`config.mk`:
```
export PLATFORM = sky130hd
export DESIGN_NAME = panel_line_receiver
export DESIGN_NICKNAME = d
export VERILOG_FILES = /design/src/rtl/panel_line_receiver.sv
export SDC_FILE = /design/constraint.sdc
export NUM_CORES = 2
export LEC_CHECK = 0
export ABC_AREA = 1
export ABC_CLOCK_PERIOD_IN_PS = 4400
export CORE_UTILIZATION = 30
export DETAILED_ROUTE_END_ITERATION = 7
export PLACE_DENSITY_LB_ADDON = 0.2
export SLEW_MARGIN = 20
export SYNTH_ARGS = -nofsm -noshare
export SYNTH_HDL_FRONTEND = slang
export SYNTH_SLANG_ARGS = --single-unit
```
`constraint.sdc`:
```
create_clock -name clk -period 4.4 [get_ports clk]
set_input_delay 0.66 -clock clk [delete_from_list [all_inputs] [get_ports clk]]
set_output_delay 0.66 -clock clk [all_outputs]
set_load 0.03 [all_outputs]
```
`src/rtl/panel_line_receiver.sv`:
```
// rtl/panel_line_receiver.sv - panel-side line capture and frame-memory drain
// Captures column words and the serial row address, then writes committed lines out through a ping-pong buffer.
module panel_line_receiver #(
    parameter int WORDS    = 40,
    parameter int ROWS     = 720,
    parameter int ROW_BITS = 10,
    parameter int ROW_PH0  = 21,
    parameter int ADDR_W   = 16
) (
    input  logic              clk,
    input  logic              rst,
    input  logic              lrn,
    input  logic              col_start,
    input  logic              col_shift_en,
    input  logic [31:0]       pix_data,
    input  logic              row_data,
    input  logic              g2,
    input  logic              g1,
    input  logic              err_clr,
    input  logic              wr_ready,
    output logic              wr_en,
    output logic [ADDR_W-1:0] wr_addr,
    output logic [31:0]       wr_data,
    output logic              busy,
    output logic              row_done,
    output logic              short_err,
    output logic              overrun_err,
    output logic              row_err
);

    localparam logic [5:0]          LP_WORDS = 6'(WORDS);
    localparam logic [5:0]          LP_LAST  = 6'(WORDS - 1);
    localparam logic [5:0]          LP_SAT   = 6'd63;
    localparam logic [5:0]          LP_PH_LO = 6'(ROW_PH0);
    localparam logic [5:0]          LP_PH_HI = 6'(ROW_PH0 + ROW_BITS - 1);
    localparam logic [ROW_BITS-1:0] LP_ROWS  = ROW_BITS'(ROWS);
    localparam int                  SEL_W    = $clog2(ROW_BITS);

    typedef enum logic {ST_IDLE, ST_DRAIN} state_t;

    state_t              r_state;
    state_t              w_state_next;

    logic [5:0]          r_phase;
    logic [5:0]          r_beats;
    logic [5:0]          r_idx;
    logic [ROW_BITS-1:0] r_shift;
    logic [ROW_BITS-1:0] r_row;
    logic                r_invalid;
    logic                r_cap_bank;
    logic [31:0]         r_mem [0:1][0:WORDS-1];
    logic                r_wr_en;
    logic [ADDR_W-1:0]   r_wr_addr;
    logic [31:0]         r_wr_data;
    logic                r_row_done;
    logic                r_short_err;
    logic                r_overrun_err;
    logic                r_row_err;

    logic [5:0]          w_phase;
    logic [5:0]          w_beat;
    logic [5:0]          w_idx_next;
    logic [SEL_W-1:0]    w_bit_sel;
    logic                w_row_phase;
    logic                w_store;
    logic                w_row_bad;
    logic                w_accept;
    logic                w_g1_idle;
    logic                w_short;
    logic                w_commit;
    logic                w_overrun;
    logic                w_last;
    logic [ADDR_W-1:0]   w_base;

    // col_start makes its own cycle phase 0 / beat 0, so same-cycle beats land at index 0
    assign w_phase     = (col_start || !lrn) ? 6'd0 : r_phase;
    assign w_beat      = col_start ? 6'd0 : r_beats;
    assign w_bit_sel   = SEL_W'(w_phase - LP_PH_LO);
    assign w_row_phase = lrn && (w_phase >= LP_PH_LO) && (w_phase <= LP_PH_HI);
    assign w_store     = lrn && col_shift_en && (w_beat < LP_WORDS);
    assign w_row_bad   = g2 && (r_shift >= LP_ROWS);
    assign w_accept    = r_wr_en && wr_ready;
    assign w_idx_next  = r_idx + 6'd1;
    assign w_base      = ADDR_W'(r_row) * ADDR_W'(WORDS);

    always_ff @(posedge clk or posedge rst) begin
        if (rst) begin
            r_phase <= 6'd0;
            r_beats <= 6'd0;
        end else if (!lrn) begin
            r_phase <= 6'd0;
            r_beats <= 6'd0;
        end else begin
            r_phase <= (w_phase == LP_SAT) ? LP_SAT : w_phase + 6'd1;
            if (col_shift_en) begin
                r_beats <= (w_beat == LP_SAT) ? LP_SAT : w_beat + 6'd1;
            end else begin
                r_beats <= w_beat;
            end
        end
    end

    always_ff @(posedge clk) begin
        if (w_store) begin
            r_mem[r_cap_bank][w_beat] <= pix_data;
        end
    end

    always_ff @(posedge clk or posedge rst) begin
        if (rst) begin
            r_shift   <= '0;
            r_row     <= '0;
            r_invalid <= 1'b0;
        end else begin
            if (w_row_phase) begin
                r_shift[w_bit_sel] <= row_data;
            end
            if (g2) begin
                r_row <= r_shift;
            end
            if (!lrn || w_g1_idle) begin
                r_invalid <= 1'b0;
            end else if (w_row_bad) begin
                r_invalid <= 1'b1;
            end
        end
    end

    // A new error event in the same cycle as err_clr keeps the flag set
    always_ff @(posedge clk or posedge rst) begin
        if (rst) begin
            r_short_err   <= 1'b0;
            r_overrun_err <= 1'b0;
            r_row_err     <= 1'b0;
        end else begin
            r_short_err   <= w_short   || (r_short_err   && !err_clr);
            r_overrun_err <= w_overrun || (r_overrun_err && !err_clr);
            r_row_err     <= w_row_bad || (r_row_err     && !err_clr);
        end
    end

    always_ff @(posedge clk or posedge rst) begin
        if (rst) begin
            r_state <= ST_IDLE;
        end else begin
            r_state <= w_state_next;
        end
    end

    always_comb begin
        w_state_next = r_state;
        w_g1_idle    = 1'b0;
        w_short      = 1'b0;
        w_commit     = 1'b0;
        w_overrun    = 1'b0;
        w_last       = 1'b0;
        case (r_state)
            ST_IDLE: begin
                w_g1_idle = g1 && lrn;
                w_short   = w_g1_idle && (r_beats < LP_WORDS);
                w_commit  = w_g1_idle && !w_short && !r_invalid;
                if (w_commit) begin
                    w_state_next = ST_DRAIN;
                end
            end
            ST_DRAIN: begin
                w_overrun = g1;
                w_last    = w_accept && (r_idx == LP_LAST);
                if (w_last) begin
                    w_state_next = ST_IDLE;
                end
            end
            default: w_state_next = ST_IDLE;
        endcase
    end

    // On commit the just-filled bank becomes the drain bank; its word 0 is preloaded so wr_en rises next cycle
    always_ff @(posedge clk or posedge rst) begin
        if (rst) begin
            r_cap_bank <= 1'b0;
            r_wr_en    <= 1'b0;
            r_idx      <= 6'd0;
            r_wr_addr  <= '0;
            r_wr_data  <= 32'd0;
            r_row_done <= 1'b0;
        end else begin
            r_row_done <= 1'b0;
            if (w_commit) begin
                r_cap_bank <= ~r_cap_bank;
                r_wr_en    <= 1'b1;
                r_idx      <= 6'd0;
                r_wr_addr  <= w_base;
                r_wr_data  <= r_mem[r_cap_bank][0];
            end else if (w_accept) begin
                if (w_last) begin
                    r_wr_en    <= 1'b0;
                    r_row_done <= 1'b1;
                end else begin
                    r_idx     <= w_idx_next;
                    r_wr_addr <= r_wr_addr + ADDR_W'(1);
                    r_wr_data <= r_mem[~r_cap_bank][w_idx_next];
                end
            end
        end
    end

    assign wr_en       = r_wr_en;
    assign wr_addr     = r_wr_addr;
    assign wr_data     = r_wr_data;
    assign busy        = (r_state == ST_DRAIN);
    assign row_done    = r_row_done;
    assign short_err   = r_short_err;
    assign overrun_err = r_overrun_err;
    assign row_err     = r_row_err;

endmodule

```
# --- After elaboration in Yosys (flattened, before gate mapping) ---
# Memories as Yosys holds them, arrays and structs flattened.
# Cells that the tools add are included.
word_totals:
  in_bits: 42
  reg_bits: 94
  n_memories: 1
  ramBits: 2560
mem_list:
  columns: ["name", "depth", "width", "rd", "rd_ports_with_merged_regs", "write_ports", "line_no", "rtl"]
  rows:
  - ["r_mem", 2, 1280, 2, 0, 1, "51", "logic [31:0] r_mem [0:1][0:WORDS-1];"]
classes:
  eq_ne: 4
  bitwise: 4
  n_mux: 42
  n_addsub: 5
  reduce_logical: 30
  multipliers: 1
  n_lt_le_gt_ge: 10
op_table:
  columns: ["operator", "count"]
  rows:
  - ["$mux 1280", 1]
  - ["$bmux 32 s6", 1]
  - ["$demux 32 s6", 1]
  - ["$mux 32", 6]
  - ["$mux 6", 10]
  - ["$mux 16", 3]
  - ["$add 6x1->6 const B", 3]
  - ["$eq 6x6->1 const B", 3]
  - ["$mux 1", 17]
  - ["$add 16x1->16 const B", 1]
  - ["$logic_and 1x1->1", 16]
  - ["$ge 7x7->1 const B", 2]
  - ["$not 6->7", 2]
  - ["$mul 10x3->13 const B", 1]
  - ["$lt 6x6->1 const B", 2]
  - ["$bwmux 10", 1]
  - ["$ge 10x10->1 const B", 1]
  - ["$lt 7x1->1 const B", 1]
  - ["$ge 6x5->1 const B", 1]
  - ["$le 6x5->1 const B", 1]
  - ["$reduce_bool 2->1", 3]
  - ["$logic_or 1x1->1", 5]
  - ["$lt 4x5->1 const B", 1]
  - ["$demux 1 s4", 1]
  - ["other kinds (7)", 12]

# --- Logic depth before layout (Yosys ltp) ---
logic_depth:
  ltp_word: 9
  depth_mapped: 18

# --- Worst setup path after synthesis ---
# No wires, ideal clock.
synth_path:
  path_kind: "in2reg"
  startpoint: "input col_start"
  endpoint: "memory r_mem[0][1000] (netlist name), enable pin"
  arrival_time_ps: 3596
  path_buffers: 1
  path_slack_ps: 343
  path_stages: 4
  cell_sequence: "nor2_1 -> nand4_1 -> clkbuf_1 -> nor3_1"
synth_between:
  elab_chain_cells: 7
synth_rtl:
  columns: ["element", "line_no", "rtl"]
  rows:
  - ["start: declaration", "13", "input logic col_start,"]
  - ["$mux 6 *", "77", "assign w_beat = col_start ? 6'd0 : r_beats;"]
  - ["$not 6->7 (implied by the code)", "105", "r_mem[r_cap_bank][w_beat] <= pix_data;"]
  - ["$ge 7x7->1 (implied by the code) or $lt 7x1->1 (tied branches)", "105", null]
  - ["$logic_and 1x1->1 (implied by the code)", "105", null]
  - ["$mux 32 (implied by the code)", "105", null]
  - ["$demux 32 s6", "105", null]
  - ["$mux 1280 (implied by the code) *", "105", null]
  - ["end: declaration", "51", null]
# Every way passes the cells marked *; elsewhere a longest branch is shown, timed or not.

# --- Final worst setup path ---
layout_path:
  startpoint: "register r_idx[0]"
  endpoint: "register r_wr_data[25], in the netlist wr_data[25]"
layout_between:
  elab_chain_cells: 8
layout_rtl:
  columns: ["element", "line_no", "rtl"]
  rows:
  - ["start: declaration", "46", "logic [5:0] r_idx;"]
  - ["start signal: assignment", "199", "r_idx <= w_idx_next;"]
  - ["$add 6x1->6", "83", "assign w_idx_next = r_idx + 6'd1;"]
  - ["$not 6->7", "201", "r_wr_data <= r_mem[~r_cap_bank][w_idx_next];"]
  - ["$bmux 32 s6", "201", null]
  - ["$mux 32 (implied by the code) (2 in series)", "201", null]
  - ["$mux 32", "195", "if (w_last) begin"]
  - ["$mux 32", "194", "end else if (w_accept) begin"]
  - ["$mux 32", "188", "if (w_commit) begin"]
  - ["end signal: assignment", "193", "r_wr_data <= r_mem[r_cap_bank][0];"]
  - ["end signal: assignment", "201", null]
  - ["end: declaration", "54", "logic [31:0] r_wr_data;"]
# Several ways; a longest one is shown, not always the timed one. The select of a mux whose other input is x is not followed.
# A chain may end at the register's enable or synchronous reset.

==> metrics.yaml <==
power:
  leakage_nw: 43.8
  seq_power_share_pct: 52.6
  switching_share_pct: 21.0
  p_sw_mw: 11.1
  ir_worst_vdd_v: 0.000265
  p_clk_share_pct: 46.0
  power_density_nw_per_um2: 419
  combPwrFrac_pct: 1.4
  power.internal_mw: 41.7
setup_path:
  cp-end-kind: "flip-flop"
  slowest_stage: "dfrtp_4"
  required_ns: 5.21
  crit_fanout: 38
  r2r_slack_ns: 0.82
  reg2reg_from: "r_idx[0]"
  crit-reg2reg-capture: "wr_data[25]"
  arrival_ns: 4.40
  crit_family: "simple AND/OR/NAND/NOR gates"
  r2r_cells: 13
  crit_top_cell: "nand2_1"
  crit_path_start_kind: "flip-flop"
  critical_path_class: "flip-flop to flip-flop"
  crit_chain: "ha_4, inv_8, buf_12, nand3_1, nand2_1, nand2_1, nand2_1, nand2_1, nand3_1, nand3_1, nand2_1, nand2_1, nand2_1"
  path_buf_inv: 2
  cpPeakStageDelay_ns: 0.60
die:
  rows: 219
  dieHeight_um: 602
  core-area_um2: 357000
  dieWidth_um: 602
  initial_core_util_pct: 30.3
  dieArea_um2: 363000
  ios: 96
sta:
  finalSetupTns_ns: 0
  setup_viol: 0
  maxSlewHeadroom_pct: 27.0
  clock_skew_ns: 0.0643
  worst_pin_slew_ns: 1.09
  hold_viol: 0
  rsz0062_at_grt: "no"
  period_share_pct: 81.5
  max_freq_ghz: 0.279
  finalCriticalPeriod_ns: 3.58
  drv_slew: 0
placed_design:
  place_hpwl_um: 216000
  dp_cells: 13700
  port_buffers: 95
  gp_congestion: 0.869
global_route:
  grt-ovfl-total: 0
  grt_use_total_pct: 19.6
  antenna_found_initial: 28
  grt_pass1_wl_um: 519000
  grt_max_degree: 141
  grt_pass1_vias: 68600
cts:
  hold_buffers: 0
  cts_resized: 0
  htree_levels: 5
  cts_buffers: 297
  root_buffer: "clkbuf_16"
  path_clk_slew_ns: 0.06
  tritoncts: "built"
  post-cts-setup-buffer-count: 0
  clkSinkCount: 2654
  clockBufferDepth: 4
  clk_latency_ns: 0.95
drt:
  drc: 0
  post_drt_wl_per_cell_um: 25.6
  vias: 72500
  vias_per_cell: 5.08
  wirelength_um: 366000
  ant_nets: 0
  drtIter0Drc: 8172
  drt_pass1_iterations: 6
min_path:
  holdCritPathClass: "primary input to flip-flop"
  worstHoldEndpoint: "r_mem[0][374]"
  min_from: "pix_data[22]"
  hold_depth: 1
finish:
  stdcell_count: 14300
  nets: 9325
  final_common_cell: "nand2_1"
  drive_above_1_share_pct: 9.16
  area_growth_syn_to_layout_pct: 16.5
  fillCellCount: 34800
  mostFrequentLayoutCells: "nand2_1, edfxtp_1, nand3_1"
  fin_util_pct: 35.3
logic_synthesis:
  synth_edf_count: 2560
  async_flop_share_pct: 3.54
  netlist_instances: 9146
  ys_ff_latch: 2654
  synth_ff_type: "edfxtp_1"
  synth_warnings: 0
  syn_area_um2: 108000
  synth.avg_cell_area_um2: 11.8
  synth_fp_nets: 9208
  synth_seq_area_share_pct: 73.3
  synthDistinctLibCells: 40
job:
  cap_violations: 0
run_status:
  outcome: "completed"
[through the flow]
stage	total power, mW	instance area, um^2	hold slack, ns	setup slack [ns]
3_3_place_gp	29.0	116000	0.511	0.0791
4_1_cts	53.3	126000	0.152	0.907
2_1_floorplan	28.3	108000	0.453	0.343
3_5_place_dp	29.0	116000	0.487	0.146
6_report	52.8	126000	0.188	0.816
5_1_grt	54.2	126000	0.189	0.834
[kinds of logic (layout without fill, tap and decap cells)]
| family | count (synthesis) | count (layout) | share of synthesized area [%] |
|---|---|---|---|
| AOI/OAI and AO/OA | 432 | 432 | 2.21 |
| xor gates and xnor gates | 9 | 9 | 0.0799 |
| adders and majority gates | 20 | 20 | 0.239 |
| buffers and inverters | 739 | 1097 | 3.15 |
| DFF | 2654 | 2654 | 73.3 |
| muxes | 4 | 4 | 0.0417 |
| other | 0 | 15 | 0 |
| and+or+nand+nor | 5288 | 5288 | 21.0 |
[area by class of cell]
cell class | count | area, um^2 | share of cell area (%)
antenna | 15 | 37.5 | 0.0298
clock buffer | 372 | 7870 | 6.25
clock inverter | 168 | 1560 | 1.24
inverter | 144 | 584 | 0.464
multi-input combinational | 5753 | 26000 | 20.6
sequential | 2654 | 79200 | 62.9
tap | 4751 | 5940 | 4.72
timing repair buffer | 413 | 4730 | 3.76
[power by group through the flow]
stage               logic (mW)  clock network [mW]  registers, mW
floorplan               0.0570                   0           28.3
global placement         0.738                   0           28.3
detailed placement       0.756                   0           28.3
CTS                      0.755                24.8           27.7
global route             0.780                25.7           27.7
finish                   0.738                24.3           27.7
[Yosys cell counts, types with 2 or more instances]
| cell | count | area, um^2 |
|---|---|---|
| a211oi_1 | 2 | 15.0 |
| a21oi_1 | 40 | 200 |
| a22oi_1 | 5 | 37.5 |
| a31oi_1 | 34 | 213 |
| buf_1 | 64 | 240 |
| buf_2 | 356 | 1780 |
| buf_4 | 38 | 285 |
| buf_6 | 5 | 56.3 |
| clkbuf_1 | 132 | 495 |
| clkinv_1 | 6 | 22.5 |
| dfrtp_1 | 94 | 2350 |
| edfxtp_1 | 2560 | 76900 |
| ha_1 | 19 | 238 |
| inv_1 | 127 | 477 |
| inv_2 | 10 | 37.5 |
| mux2_2 | 4 | 45.0 |
| nand2_1 | 2814 | 10600 |
| nand3_1 | 2099 | 10500 |
| nand4_1 | 9 | 56.3 |
| nor2_1 | 292 | 1100 |
| nor2_2 | 2 | 12.5 |
| nor2_4 | 3 | 33.8 |
| nor3_1 | 59 | 295 |
| nor4_1 | 4 | 25.0 |
| o211ai_1 | 17 | 128 |
| o21ai_0 | 229 | 1150 |
| o21ai_1 | 14 | 70.1 |
| o21bai_1 | 2 | 15.0 |
| o22ai_1 | 88 | 551 |
| or2_2 | 2 | 12.5 |
| xor2_1 | 7 | 61.3 |
[worst max-delay path by stage]
| stage | cells past startpoint | to | slack [ns] | from |
|---|---|---|---|---|
| 2_1_floorplan | 4 | r_mem[0][1000] | 0.34 | col_start |
| 3_3_place_gp | 8 | r_mem[1][588] | 0.08 | col_shift_en |
| 3_5_place_dp | 8 | r_mem[1][603] | 0.15 | col_shift_en |
| 4_1_cts | 11 | wr_data[3] | 0.91 | r_idx[0] |
| 5_1_grt | 13 | wr_data[25] | 0.83 | r_idx[0] |
| 6_report | 13 | wr_data[25] | 0.82 | r_idx[0] |
[flip-flops by register name, indices dropped and copies added (netlist names), 6 cells and up]
signal   cells
r_beats      6
r_idx        6
r_mem     2560
r_phase      6
r_row       10
r_shift     10
wr_addr     16
wr_data     32
[metal layers]
layer	part of all wire [%]	routed length, um	vias up	GRT usage (%)
li1	-	-	32800	-
met1	44	161000	36700	27.8
met2	47	171000	2570	31.5
met3	6.8	25000	393	2.75
met4	2.5	9250	4	5.36
met5	0.0087	32	-	0
Power figures use the tool's default switching activity.
